===== src/rtl/fetch_stage_if.sv =====
// Bundle of the fetch stage's memory, redirect and IF->ID signals.
// The stage itself connects through the master modport. Memory, EX and Decode
// sit on the slave side.
interface fetch_stage_if;
  logic        imem_req_valid;
  logic        imem_req_ready;
  logic [31:0] imem_req_addr;
  logic        imem_rsp_valid;
  logic [31:0] imem_rsp_data;
  logic        redirect;
  logic [31:0] redirect_pc;
  logic        id_valid;
  logic        id_ready;
  logic [31:0] id_instr;
  logic [31:0] id_pc;
  logic [31:0] id_pc_plus4;
  logic        fetch_fault;

  modport master (
    output imem_req_valid, imem_req_addr,
    input  imem_req_ready, imem_rsp_valid, imem_rsp_data,
    input  redirect, redirect_pc,
    output id_valid, id_instr, id_pc, id_pc_plus4, fetch_fault,
    input  id_ready
  );

  modport slave (
    input  imem_req_valid, imem_req_addr,
    output imem_req_ready, imem_rsp_valid, imem_rsp_data,
    output redirect, redirect_pc,
    input  id_valid, id_instr, id_pc, id_pc_plus4, fetch_fault,
    output id_ready
  );
endinterface


===== src/rtl/fetch_stage.sv =====
// fetch_stage: IF stage of the pipeline.
// The stage issues in-order word fetches and allows at most DEPTH requests
// in flight plus buffered. It queues the returned words in a DEPTH-entry FIFO
// whose head is the IF->ID register.
// A redirect flushes the FIFO and drops every response still in flight.
// Optional feature macro: FETCH_MISALIGN_TRAP_EN. When it is defined, a misaligned
// redirect target raises a sticky fetch_fault and stops fetching.
module fetch_stage #(
  parameter logic [31:0] RESET_PC = 32'h0000_0000,
  parameter int unsigned DEPTH    = 2
) (
  input  logic          clk,
  input  logic          reset,
  fetch_stage_if.master bus
);
  localparam int unsigned   CW      = $clog2(DEPTH) + 1;
  localparam logic [CW-1:0] ZERO_C  = {CW{1'b0}};
  localparam logic [CW-1:0] ONE_C   = CW'(1'b1);
  localparam logic [CW:0]   DEPTH_C = (CW+1)'(DEPTH);
  localparam logic [31:0]   NOP_C   = 32'h0000_0013;
  localparam logic [31:0]   FOUR_C  = 32'h0000_0004;

  logic [31:0]      fetch_pc_r, fetch_pc_s;
  // PC of the next response that will be kept. Responses that are kept always
  // belong to the current sequential stream, so one counter replaces a tag queue.
  logic [31:0]      rsp_pc_r, rsp_pc_s;
  logic [CW-1:0]    outst_r, outst_s;
  logic [CW-1:0]    drop_r, drop_s;
  logic [CW-1:0]    count_r, count_s;
  logic             fault_r, fault_s;
  logic [DEPTH-1:0] ent_vld_r, ent_vld_s;
  logic [31:0]      ent_instr_r [DEPTH];
  logic [31:0]      ent_instr_s [DEPTH];
  logic [31:0]      ent_pc_r    [DEPTH];
  logic [31:0]      ent_pc_s    [DEPTH];
  logic [31:0]      ent_pc4_r   [DEPTH];
  logic [31:0]      ent_pc4_s   [DEPTH];

  logic             req_valid_s, acc_s, rsp_s, drop_now_s, push_s, pop_s, misalign_s;
  logic [31:0]      target_s;
  logic [CW-1:0]    wr_idx_s;

  // Handshake qualifiers, redirect target and FIFO write slot for this cycle
  always_comb begin
`ifdef FETCH_MISALIGN_TRAP_EN
    target_s = bus.redirect_pc;
    if (bus.redirect) begin
      misalign_s = (bus.redirect_pc[1:0] != 2'b00);
    end else begin
      misalign_s = 1'b0;
    end
`else
    target_s   = bus.redirect_pc & 32'hFFFF_FFFC;
    misalign_s = 1'b0;
`endif
    // Gating with reset keeps the request low while reset is held.
    // Credits count requests in flight plus buffered words, so the FIFO cannot overflow.
    req_valid_s = reset && !bus.redirect && !fault_r &&
                  (({1'b0, outst_r} + {1'b0, count_r}) < DEPTH_C);
    acc_s       = req_valid_s && bus.imem_req_ready;
    rsp_s       = bus.imem_rsp_valid && (outst_r != ZERO_C);
    drop_now_s  = rsp_s && (drop_r != ZERO_C);
    push_s      = rsp_s && !drop_now_s && !bus.redirect;
    pop_s       = ent_vld_r[0] && bus.id_ready && !bus.redirect;
    wr_idx_s    = pop_s ? (count_r - ONE_C) : count_r;
  end

  // Credit, drop and occupancy counters, fetch/response PCs and the sticky fault
  always_comb begin
    if (acc_s && !rsp_s) begin
      outst_s = outst_r + ONE_C;
    end else if (!acc_s && rsp_s) begin
      outst_s = outst_r - ONE_C;
    end else begin
      outst_s = outst_r;
    end

    // Every request still in flight after a redirect belongs to the old stream.
    if (bus.redirect) begin
      drop_s = outst_s;
    end else if (drop_now_s) begin
      drop_s = drop_r - ONE_C;
    end else begin
      drop_s = drop_r;
    end

    if (bus.redirect) begin
      count_s = ZERO_C;
    end else if (push_s && !pop_s) begin
      count_s = count_r + ONE_C;
    end else if (!push_s && pop_s) begin
      count_s = count_r - ONE_C;
    end else begin
      count_s = count_r;
    end

    if (bus.redirect && !misalign_s) begin
      fetch_pc_s = target_s;
      rsp_pc_s   = target_s;
    end else begin
      fetch_pc_s = acc_s  ? (fetch_pc_r + FOUR_C) : fetch_pc_r;
      rsp_pc_s   = push_s ? (rsp_pc_r + FOUR_C)   : rsp_pc_r;
    end

    fault_s = fault_r || misalign_s;
  end

  // Shift FIFO. Entry 0 is always the head, so the id_* ports come straight from flops.
  always_comb begin
    ent_vld_s = ent_vld_r;
    for (int i = 0; i < int'(DEPTH); i++) begin
      ent_instr_s[i] = ent_instr_r[i];
      ent_pc_s[i]    = ent_pc_r[i];
      ent_pc4_s[i]   = ent_pc4_r[i];
    end
    if (bus.redirect) begin
      ent_vld_s = {DEPTH{1'b0}};
      for (int i = 0; i < int'(DEPTH); i++) begin
        ent_instr_s[i] = NOP_C;
        ent_pc_s[i]    = 32'h0000_0000;
        ent_pc4_s[i]   = 32'h0000_0000;
      end
      // After a trap the head reports the faulting target while id_valid stays low.
      if (misalign_s) begin
        ent_pc_s[0]  = bus.redirect_pc;
        ent_pc4_s[0] = bus.redirect_pc + FOUR_C;
      end else begin
        ent_pc_s[0]  = 32'h0000_0000;
        ent_pc4_s[0] = 32'h0000_0000;
      end
    end else begin
      if (pop_s) begin
        for (int i = 0; i < int'(DEPTH) - 1; i++) begin
          ent_vld_s[i]   = ent_vld_r[i+1];
          ent_instr_s[i] = ent_instr_r[i+1];
          ent_pc_s[i]    = ent_pc_r[i+1];
          ent_pc4_s[i]   = ent_pc4_r[i+1];
        end
        ent_vld_s[DEPTH-1]   = 1'b0;
        ent_instr_s[DEPTH-1] = NOP_C;
        ent_pc_s[DEPTH-1]    = 32'h0000_0000;
        ent_pc4_s[DEPTH-1]   = 32'h0000_0000;
      end else begin
        ent_vld_s = ent_vld_r;
      end
      for (int i = 0; i < int'(DEPTH); i++) begin
        if (push_s && (CW'(i) == wr_idx_s)) begin
          ent_vld_s[i]   = 1'b1;
          ent_instr_s[i] = bus.imem_rsp_data;
          ent_pc_s[i]    = rsp_pc_r;
          ent_pc4_s[i]   = rsp_pc_r + FOUR_C;
        end else begin
          ent_vld_s[i] = ent_vld_s[i];
        end
      end
    end
  end

  // Control state registers
  always_ff @(posedge clk or negedge reset) begin
    if (!reset) begin
      fetch_pc_r <= RESET_PC;
      rsp_pc_r   <= RESET_PC;
      outst_r    <= ZERO_C;
      drop_r     <= ZERO_C;
      count_r    <= ZERO_C;
      fault_r    <= 1'b0;
    end else begin
      fetch_pc_r <= fetch_pc_s;
      rsp_pc_r   <= rsp_pc_s;
      outst_r    <= outst_s;
      drop_r     <= drop_s;
      count_r    <= count_s;
      fault_r    <= fault_s;
    end
  end

  // FIFO storage. Empty entries hold a NOP with zero PCs.
  always_ff @(posedge clk or negedge reset) begin
    if (!reset) begin
      ent_vld_r <= {DEPTH{1'b0}};
      for (int i = 0; i < int'(DEPTH); i++) begin
        ent_instr_r[i] <= NOP_C;
        ent_pc_r[i]    <= 32'h0000_0000;
        ent_pc4_r[i]   <= 32'h0000_0000;
      end
    end else begin
      ent_vld_r <= ent_vld_s;
      for (int i = 0; i < int'(DEPTH); i++) begin
        ent_instr_r[i] <= ent_instr_s[i];
        ent_pc_r[i]    <= ent_pc_s[i];
        ent_pc4_r[i]   <= ent_pc4_s[i];
      end
    end
  end

  assign bus.imem_req_valid = req_valid_s;
  assign bus.imem_req_addr  = fetch_pc_r;
  assign bus.id_valid       = ent_vld_r[0];
  assign bus.id_instr       = ent_instr_r[0];
  assign bus.id_pc          = ent_pc_r[0];
  assign bus.id_pc_plus4    = ent_pc4_r[0];
`ifdef FETCH_MISALIGN_TRAP_EN
  assign bus.fetch_fault    = fault_r;
`else
  assign bus.fetch_fault    = 1'b0;
`endif
endmodule


===== src/flat_wrapper.sv =====
// flat-port wrapper written by rule: the top's interface ports become plain ports
module fetch_stage_flat 
#(
  parameter logic [31:0] RESET_PC = 32'h0000_0000,
  parameter int unsigned DEPTH    = 2
)
  (clk, reset, bus_imem_req_valid, bus_imem_req_addr, bus_imem_req_ready, bus_imem_rsp_valid, bus_imem_rsp_data, bus_redirect, bus_redirect_pc, bus_id_valid, bus_id_instr, bus_id_pc, bus_id_pc_plus4, bus_fetch_fault, bus_id_ready);
  fetch_stage_if bus_i ();
  input  logic clk;
  input  logic reset;
  output wire logic [$bits(bus_i.imem_req_valid)-1:0] bus_imem_req_valid;
  output wire logic [$bits(bus_i.imem_req_addr)-1:0] bus_imem_req_addr;
  input wire logic [$bits(bus_i.imem_req_ready)-1:0] bus_imem_req_ready;
  input wire logic [$bits(bus_i.imem_rsp_valid)-1:0] bus_imem_rsp_valid;
  input wire logic [$bits(bus_i.imem_rsp_data)-1:0] bus_imem_rsp_data;
  input wire logic [$bits(bus_i.redirect)-1:0] bus_redirect;
  input wire logic [$bits(bus_i.redirect_pc)-1:0] bus_redirect_pc;
  output wire logic [$bits(bus_i.id_valid)-1:0] bus_id_valid;
  output wire logic [$bits(bus_i.id_instr)-1:0] bus_id_instr;
  output wire logic [$bits(bus_i.id_pc)-1:0] bus_id_pc;
  output wire logic [$bits(bus_i.id_pc_plus4)-1:0] bus_id_pc_plus4;
  output wire logic [$bits(bus_i.fetch_fault)-1:0] bus_fetch_fault;
  input wire logic [$bits(bus_i.id_ready)-1:0] bus_id_ready;
  assign bus_imem_req_valid = bus_i.imem_req_valid;
  assign bus_imem_req_addr = bus_i.imem_req_addr;
  assign bus_i.imem_req_ready = bus_imem_req_ready;
  assign bus_i.imem_rsp_valid = bus_imem_rsp_valid;
  assign bus_i.imem_rsp_data = bus_imem_rsp_data;
  assign bus_i.redirect = bus_redirect;
  assign bus_i.redirect_pc = bus_redirect_pc;
  assign bus_id_valid = bus_i.id_valid;
  assign bus_id_instr = bus_i.id_instr;
  assign bus_id_pc = bus_i.id_pc;
  assign bus_id_pc_plus4 = bus_i.id_pc_plus4;
  assign bus_fetch_fault = bus_i.fetch_fault;
  assign bus_i.id_ready = bus_id_ready;
  fetch_stage #(.RESET_PC(RESET_PC), .DEPTH(DEPTH)) u_core (.clk(clk), .reset(reset), .bus(bus_i));
endmodule

===== config.mk =====
export PLATFORM = sky130hd
export DESIGN_NAME = fetch_stage_flat
export DESIGN_NICKNAME = d
export VERILOG_FILES = /design/src/rtl/fetch_stage_if.sv /design/src/rtl/fetch_stage.sv /design/src/flat_wrapper.sv
export SDC_FILE = /design/constraint.sdc
export NUM_CORES = 1
export LEC_CHECK = 0
export BUFFER_PORTS_ARGS = -buffer_cell sky130_fd_sc_hd__buf_2
export CELL_PAD_IN_SITES_DETAIL_PLACEMENT = 0
export CELL_PAD_IN_SITES_GLOBAL_PLACEMENT = 1
export CORE_ASPECT_RATIO = 1.4
export CORE_MARGIN = 2
export CORE_UTILIZATION = 25
export CTS_CLUSTER_DIAMETER = 40
export DETAILED_ROUTE_END_ITERATION = 6
export MAX_ROUTING_LAYER = met4
export PLACE_DENSITY = 0.63
export SLEW_MARGIN = 30
export SYNTH_ARGS = -nofsm -noshare
export SYNTH_HDL_FRONTEND = slang
export SYNTH_SLANG_ARGS = --single-unit

===== constraint.sdc =====
create_clock -name clk -period 2.4 [get_ports clk]
set_input_delay 0.24 -clock clk [delete_from_list [all_inputs] [get_ports clk]]
set_output_delay 0.24 -clock clk [all_outputs]
set_load 0.03 [all_outputs]

==> impl_metrics.json, run 1 <==
{
  "tightestPinTransition_ps": 846,
  "seqCellArea_um2": 6360,
  "whs_endpoint": "u_core.bus.imem_req_addr[4]$_DFFE_PN0P_",
  "fp-row-count": 99,
  "core_um2": 51900,
  "p_int_mw": 9.86,
  "multi_input_area_um2": 5740,
  "violations": "negative setup slack",
  "cts_root_buffer": "clkbuf_16",
  "antenna_cells": 0,
  "finalPower_mw": 14.7,
  "whs_ps": 31.3,
  "period_minus_slack_ps": 2720,
  "power.switching_mw": 4.88,
  "r2r-end": "u_core.bus.imem_req_addr[26]$_DFFE_PN0P_",
  "hold_depth": 3,
  "nNetsFinal": 1675,
  "outcome": "finished with violations",
  "start_kind": "register",
  "maxSlewHeadroom": 0.436,
  "clock_path_buffers": 3,
  "pwr-share-comb": 0.268,
  "path_clk_slew_ps": 60,
  "drt_iter0_drc": 496,
  "die_h_um": 274,
  "routabilityCongestion": 0.836,
  "yosys.cell_types.count": 62,
  "maxClockFrequency_mhz": 368,
  "final_cell_mix": "nand2_1, dfrtp_1, buf_2",
  "p_seq_frac": 0.339,
  "ir_worst_vdd_uv": 475,
  "hold_path.class": "in -> reg",
  "avgSynthCellArea_um2": 9.36,
  "fin_setup_tns_ps": -4470,
  "rsz0062_at_grt": "yes",
  "ys_seq_area_frac": 0.488,
  "layout-drive-gt1-share": 0.277,
  "fin_ws_ps": -316,
  "synthCells": 1394,
  "crit_arrival_ps": 3150,
  "power_density_nw_per_um2": 868,
  "final_common_cell": "nand2_1",
  "finalMaxSlewViolations": 0,
  "cts_tree": "yes",
  "clock_sinks": 254,
  "async_reset_ff_frac": 1.00,
  "post-place-ws_ps": -217,
  "crit_fanout": 7,
  "rr_worst_depth": 10,
  "drv_cap": 0,
  "hold_path_startpoint": "bus_redirect_pc[4]",
  "finalClockSkew_ps": 15.7,
  "fp.dieW_um": 197,
  "p_leak_nw": 7.94,
  "first_pass_iters": 5,
  "drc_errors": 0,
  "grt_pass1_wl_mm": 63.8,
  "gr-total-overflow": 0,
  "antenna_found_initial": 1,
  "drt-total-wl_mm": 43.0,
  "ys_warn_count": 0,
  "vias_per_cell": 4.72,
  "setup_viol": 29,
  "synth_ff_type": "dfrtp_1",
  "grt_pass1_vias": 10439,
  "numCtsBuffers": 39,
  "grt_usage": 0.159,
  "synth_enable_flop_cells": 0,
  "synthToLayoutAreaGrowth_pct": 30.0,
  "ios": 201,
  "worstReg2RegStart": "u_core.outst_r[0]$_DFF_PN0_",
  "start_util": 0.251,
  "path_class": "reg -> reg",
  "numPortBuffers": 195,
  "fill_cells": 5357,
  "pwr-share-clk": 0.393,
  "dp_hpwl_mm": 28.8,
  "r2r_slack_ps": -320,
  "fin_crit_sh": 1.13,
  "grt_max_degree": 145,
  "dieArea_um2": 54100,
  "routed-via-count": 10784,
  "htreeDepth": 2,
  "p_sw_frac": 0.331,
  "synth-seq-cells": 254,
  "wl_per_cell_um": 18.8,
  "synth_area_um2": 13100,
  "clkLatencyLatePin_ps": 560,
  "hold_viol": 0,
  "required_ps": 2830,
  "worst_setup_path_end_kind": "register",
  "final_antenna_net_count": 0
}
-- per-layer routing --
metal | GRT usage | vias up | wire, µm
met2 | 0.272 | 301 | 21700
met1 | 0.185 | 5267 | 17800
met5 | - | - | 0
met4 | 0.0667 | 0 | 1730
li1 | - | 5134 | -
met3 | 0.0246 | 82 | 1710
-- worst max-delay path by stage --
stage | start | endpoint | slack, ps | cells after the start
after floorplan | u_core.count_r[0]$_DFFE_PN0P_ | u_core.bus.imem_req_addr[13]$_DFFE_PN0P_ | -170 | 8
after global placement | u_core.outst_r[0]$_DFF_PN0_ | u_core.bus.imem_req_addr[13]$_DFFE_PN0P_ | -230 | 8
after detailed placement | u_core.outst_r[0]$_DFF_PN0_ | u_core.bus.imem_req_addr[13]$_DFFE_PN0P_ | -220 | 8
after CTS | u_core.outst_r[0]$_DFF_PN0_ | u_core.bus.imem_req_addr[13]$_DFFE_PN0P_ | -340 | 9
after global routing | u_core.outst_r[0]$_DFF_PN0_ | u_core.bus.imem_req_addr[13]$_DFFE_PN0P_ | -380 | 9
final | u_core.outst_r[0]$_DFF_PN0_ | u_core.bus.imem_req_addr[26]$_DFFE_PN0P_ | -320 | 10
-- layout make-up --
type,instances,area share
Sequential cell,254,0.375
Multi-Input combinational cell,927,0.338
Timing Repair Buffer,364,0.158
Clock buffer,50,0.0636
Tap cell,656,0.0484
Clock inverter,18,0.0132
Inverter,14,0.00383
-- kinds of logic (layout without fill, tap and decap cells) --
group	count (synthesis)	count (layout)	share of synthesized area
AND/OR/NAND/NOR	543	544	0.199
flip-flops	254	254	0.488
buffers and inverters	216	446	0.0935
AO/OA/AOI/OAI	213	213	0.0953
multiplexers	89	89	0.0702
XOR/XNOR	71	71	0.0476
adder cells (fa/ha/maj)	7	7	0.00690
other	1	3	0.000287
-- stage by stage --
| stage | cell area [µm²] | util | std cells |
|---|---|---|---|
| after CTS | 16600 | 0.319 | 2265 |
| after global placement | 14600 | 0.281 | 2137 |
| after global routing | 17000 | 0.327 | 2283 |
| final | 17000 | 0.327 | 2283 |
| after detailed placement | 14600 | 0.281 | 2137 |
| after floorplan | 13100 | - | 1396 |
-- cells in the mapped netlist (25+ instances only) --
cell type / number / area share
xnor2_1: 34 / 0.023
buf_4: 99 / 0.057
nand2_1: 258 / 0.074
nand3_1: 127 / 0.049
o21ai_1: 25 / 0.0096
nand4_1: 39 / 0.019
xor2_1: 37 / 0.025
o21ai_0: 101 / 0.039
clkbuf_1: 68 / 0.020
mux2i_1: 69 / 0.053
nor2_1: 39 / 0.011
dfrtp_1: 248 / 0.48
-- power by group through the flow --
stage | sequential (mW) | clock, mW | combinational (mW)
after floorplan | 5.09 | 0 | 2.21
after global placement | 5.06 | 0 | 3.36
after global routing | 5.05 | 6.11 | 4.23
after detailed placement | 5.07 | 0 | 3.39
final | 5.00 | 5.79 | 3.95
after CTS | 5.00 | 5.95 | 3.64
-- worst max-delay path: stages, from the launching register on --
cell	delay, ps
dfrtp_1	390
inv_2	90
nor2_4	40
fa_1	440
or4b_4	540
buf_6	150
nor4_4	250
buf_6	170
nand4_1	110
xnor2_1	150
mux2_2	260
-- flip-flops by register name, indices dropped and copies added, names as in the netlist --
signal / count
u_core.bus.id_pc_plus4: 31
u_core.bus.imem_req_addr: 30
u_core.count_r: 2
u_core.rsp_pc_r: 30
u_core.ent_pc_r: 30
u_core.drop_r: 2
u_core.ent_vld_r: 2
u_core.bus.id_pc: 30
u_core.bus.id_instr: 32
u_core.ent_pc4_r: 31
u_core.ent_instr_r: 32
u_core.outst_r: 2
-- what timing repair did --
action,4_1_cts,5_1_grt
setup buffers,7,14
gates resized for setup,29,60
hold endpoints to repair,290,0
hold buffers,52,0
setup endpoints to repair,36,87
gates cloned,1,6
pin swaps,16,24
(Power assumes the default switching activity.)
==> run 2, diff against run 1 <==
- CORE_ASPECT_RATIO: 1.4 -> 0.8
==> run 2 against run 1 <==
  * The flow still finishes with violations (negative setup slack)
  * Largest power group unchanged
  * Via count increased by 2.7%
  * Hold slack got worse by 1.4 ps
  * First-iteration DRC count increased by 86%
==> impl_metrics.json, run 2 (synthesized netlist as in run 1, its figures left out) <==
{
  "r2r-end": "u_core.bus.imem_req_addr[13]$_DFFE_PN0P_",
  "r2r_slack_ps": -320,
  "drt-total-wl_mm": 45.3,
  "die_h_um": 208,
  "power_density_nw_per_um2": 912,
  "grt_pass1_wl_mm": 67.5,
  "p_leak_nw": 8.10,
  "hold_depth": 3,
  "clock_sinks": 254,
  "final_antenna_net_count": 0,
  "cts_tree": "yes",
  "numCtsBuffers": 45,
  "maxClockFrequency_mhz": 368,
  "hold_path.class": "in -> reg",
  "drv_cap": 0,
  "path_class": "reg -> reg",
  "outcome": "finished with violations",
  "routabilityCongestion": 0.872,
  "start_util": 0.254,
  "layout-drive-gt1-share": 0.295,
  "fp-row-count": 74,
  "fin_crit_sh": 1.13,
  "fin_setup_tns_ps": -4830,
  "synthToLayoutAreaGrowth_pct": 33.6,
  "final_cell_mix": "nand2_1, dfrtp_1, buf_2",
  "routed-via-count": 11080,
  "final_util": 0.340,
  "violations": "negative setup slack",
  "wl_per_cell_um": 19.4,
  "fin_ws_ps": -317,
  "finalClockSkew_ps": 25.9,
  "cts_root_buffer": "clkbuf_16",
  "core_um2": 51300,
  "finalMaxSlewViolations": 0,
  "first_pass_iters": 5,
  "gr-total-overflow": 0,
  "start_kind": "register",
  "whs_endpoint": "u_core.bus.imem_req_addr[28]$_DFFE_PN0P_",
  "clock_path_buffers": 3,
  "rsz0062_at_grt": "yes",
  "ios": 201,
  "rr_worst_depth": 9,
  "drc_errors": 0,
  "fp.dieW_um": 259,
  "dieArea_um2": 54100,
  "final_common_cell": "nand2_1",
  "numPortBuffers": 195,
  "worstReg2RegStart": "u_core.count_r[0]$_DFFE_PN0P_",
  "maxSlewHeadroom": 0.462,
  "dp_hpwl_mm": 29.7,
  "period_minus_slack_ps": 2720,
  "tightestPinTransition_ps": 806,
  "htreeDepth": 2,
  "drt_iter0_drc": 922,
  "ir_worst_vdd_uv": 434,
  "worst_setup_path_end_kind": "register",
  "grt_pass1_vias": 10718,
  "clkLatencyLatePin_ps": 580,
  "hold_viol": 0,
  "crit_fanout": 3,
  "antenna_found_initial": 2,
  "grt_usage": 0.165,
  "grt_max_degree": 128,
  "vias_per_cell": 4.75,
  "hold_path_startpoint": "bus_redirect_pc[28]",
  "required_ps": 2860,
  "crit_arrival_ps": 3180,
  "setup_viol": 32,
  "nNetsFinal": 1683,
  "path_clk_slew_ps": 60
}
-- run 2: cell type report --
type	instances	area, µm²
diodes	2	5.00
flip-flops and latches	254	6360
inverters	14	52.6
well taps	684	856
clock buffers	51	1220
repair buffers	367	2770
multi-input cells	926	5790
clock inverters	33	392
fillers	5338	33900
-- run 2: critical path, stage by stage (launching register included) --
cell	delay [ps]
dfrtp_1	380
inv_2	90
nor2_4	50
fa_1	480
or4b_4	540
buf_12	160
or4_4	450
nor3_4	140
xor2_1	80
mux2_4	260
-- run 2: repair_timing --
item | CTS | global route
resized for setup | 23 | 70
buffers inserted | 4 | 15
hold endpoints to repair | 219 | 0
hold buffers | 55 | 0
pin swaps | 12 | 15
gates cloned | 0 | 9
endpoints found under the setup margin | 38 | 106
-- run 2: routing by layer --
metal / track usage / wire (µm) / vias to the layer above
li1: - / - / 5166
met1: 0.248 / 22600 / 5507
met2: 0.226 / 19300 / 343
met3: 0.0281 / 2570 / 64
met4: 0.0428 / 881 / 0
met5: - / 0 / -
-- run 2: worst max path at each step --
stage / startpoint / to / slack [ps]
final: u_core.count_r[0]$_DFFE_PN0P_ / u_core.bus.imem_req_addr[13]$_DFFE_PN0P_ / -320
after global routing: u_core.count_r[0]$_DFFE_PN0P_ / u_core.bus.imem_req_addr[13]$_DFFE_PN0P_ / -410
after CTS: u_core.count_r[0]$_DFFE_PN0P_ / u_core.bus.imem_req_addr[13]$_DFFE_PN0P_ / -370
after detailed placement: u_core.outst_r[0]$_DFF_PN0_ / u_core.bus.imem_req_addr[13]$_DFFE_PN0P_ / -270
after global placement: u_core.outst_r[0]$_DFF_PN0_ / u_core.bus.imem_req_addr[13]$_DFFE_PN0P_ / -260
after floorplan: u_core.count_r[0]$_DFFE_PN0P_ / u_core.bus.imem_req_addr[13]$_DFFE_PN0P_ / -170
-- run 2: through the flow --
step                      total power [mW]  worst slack [ps]  cells  area [µm²]  hold slack [ps]
after detailed placement              8.51              -271   2162       14600              435
final                                 15.9              -317   2331       17400             29.8
after floorplan                       7.30              -169   1396       13100            -55.6
after global routing                  16.6              -407   2331       17400             30.2
after global placement                8.45              -257   2162       14600              439
after CTS                             15.5              -370   2305       16900             2.27
-- run 2: report_power, final --
group | switching, mW | total [mW] | internal (mW)
logic | 2.48 | 4.10 | 1.62
registers | 0.331 | 5.01 | 4.68
clock network | 2.52 | 6.80 | 4.28
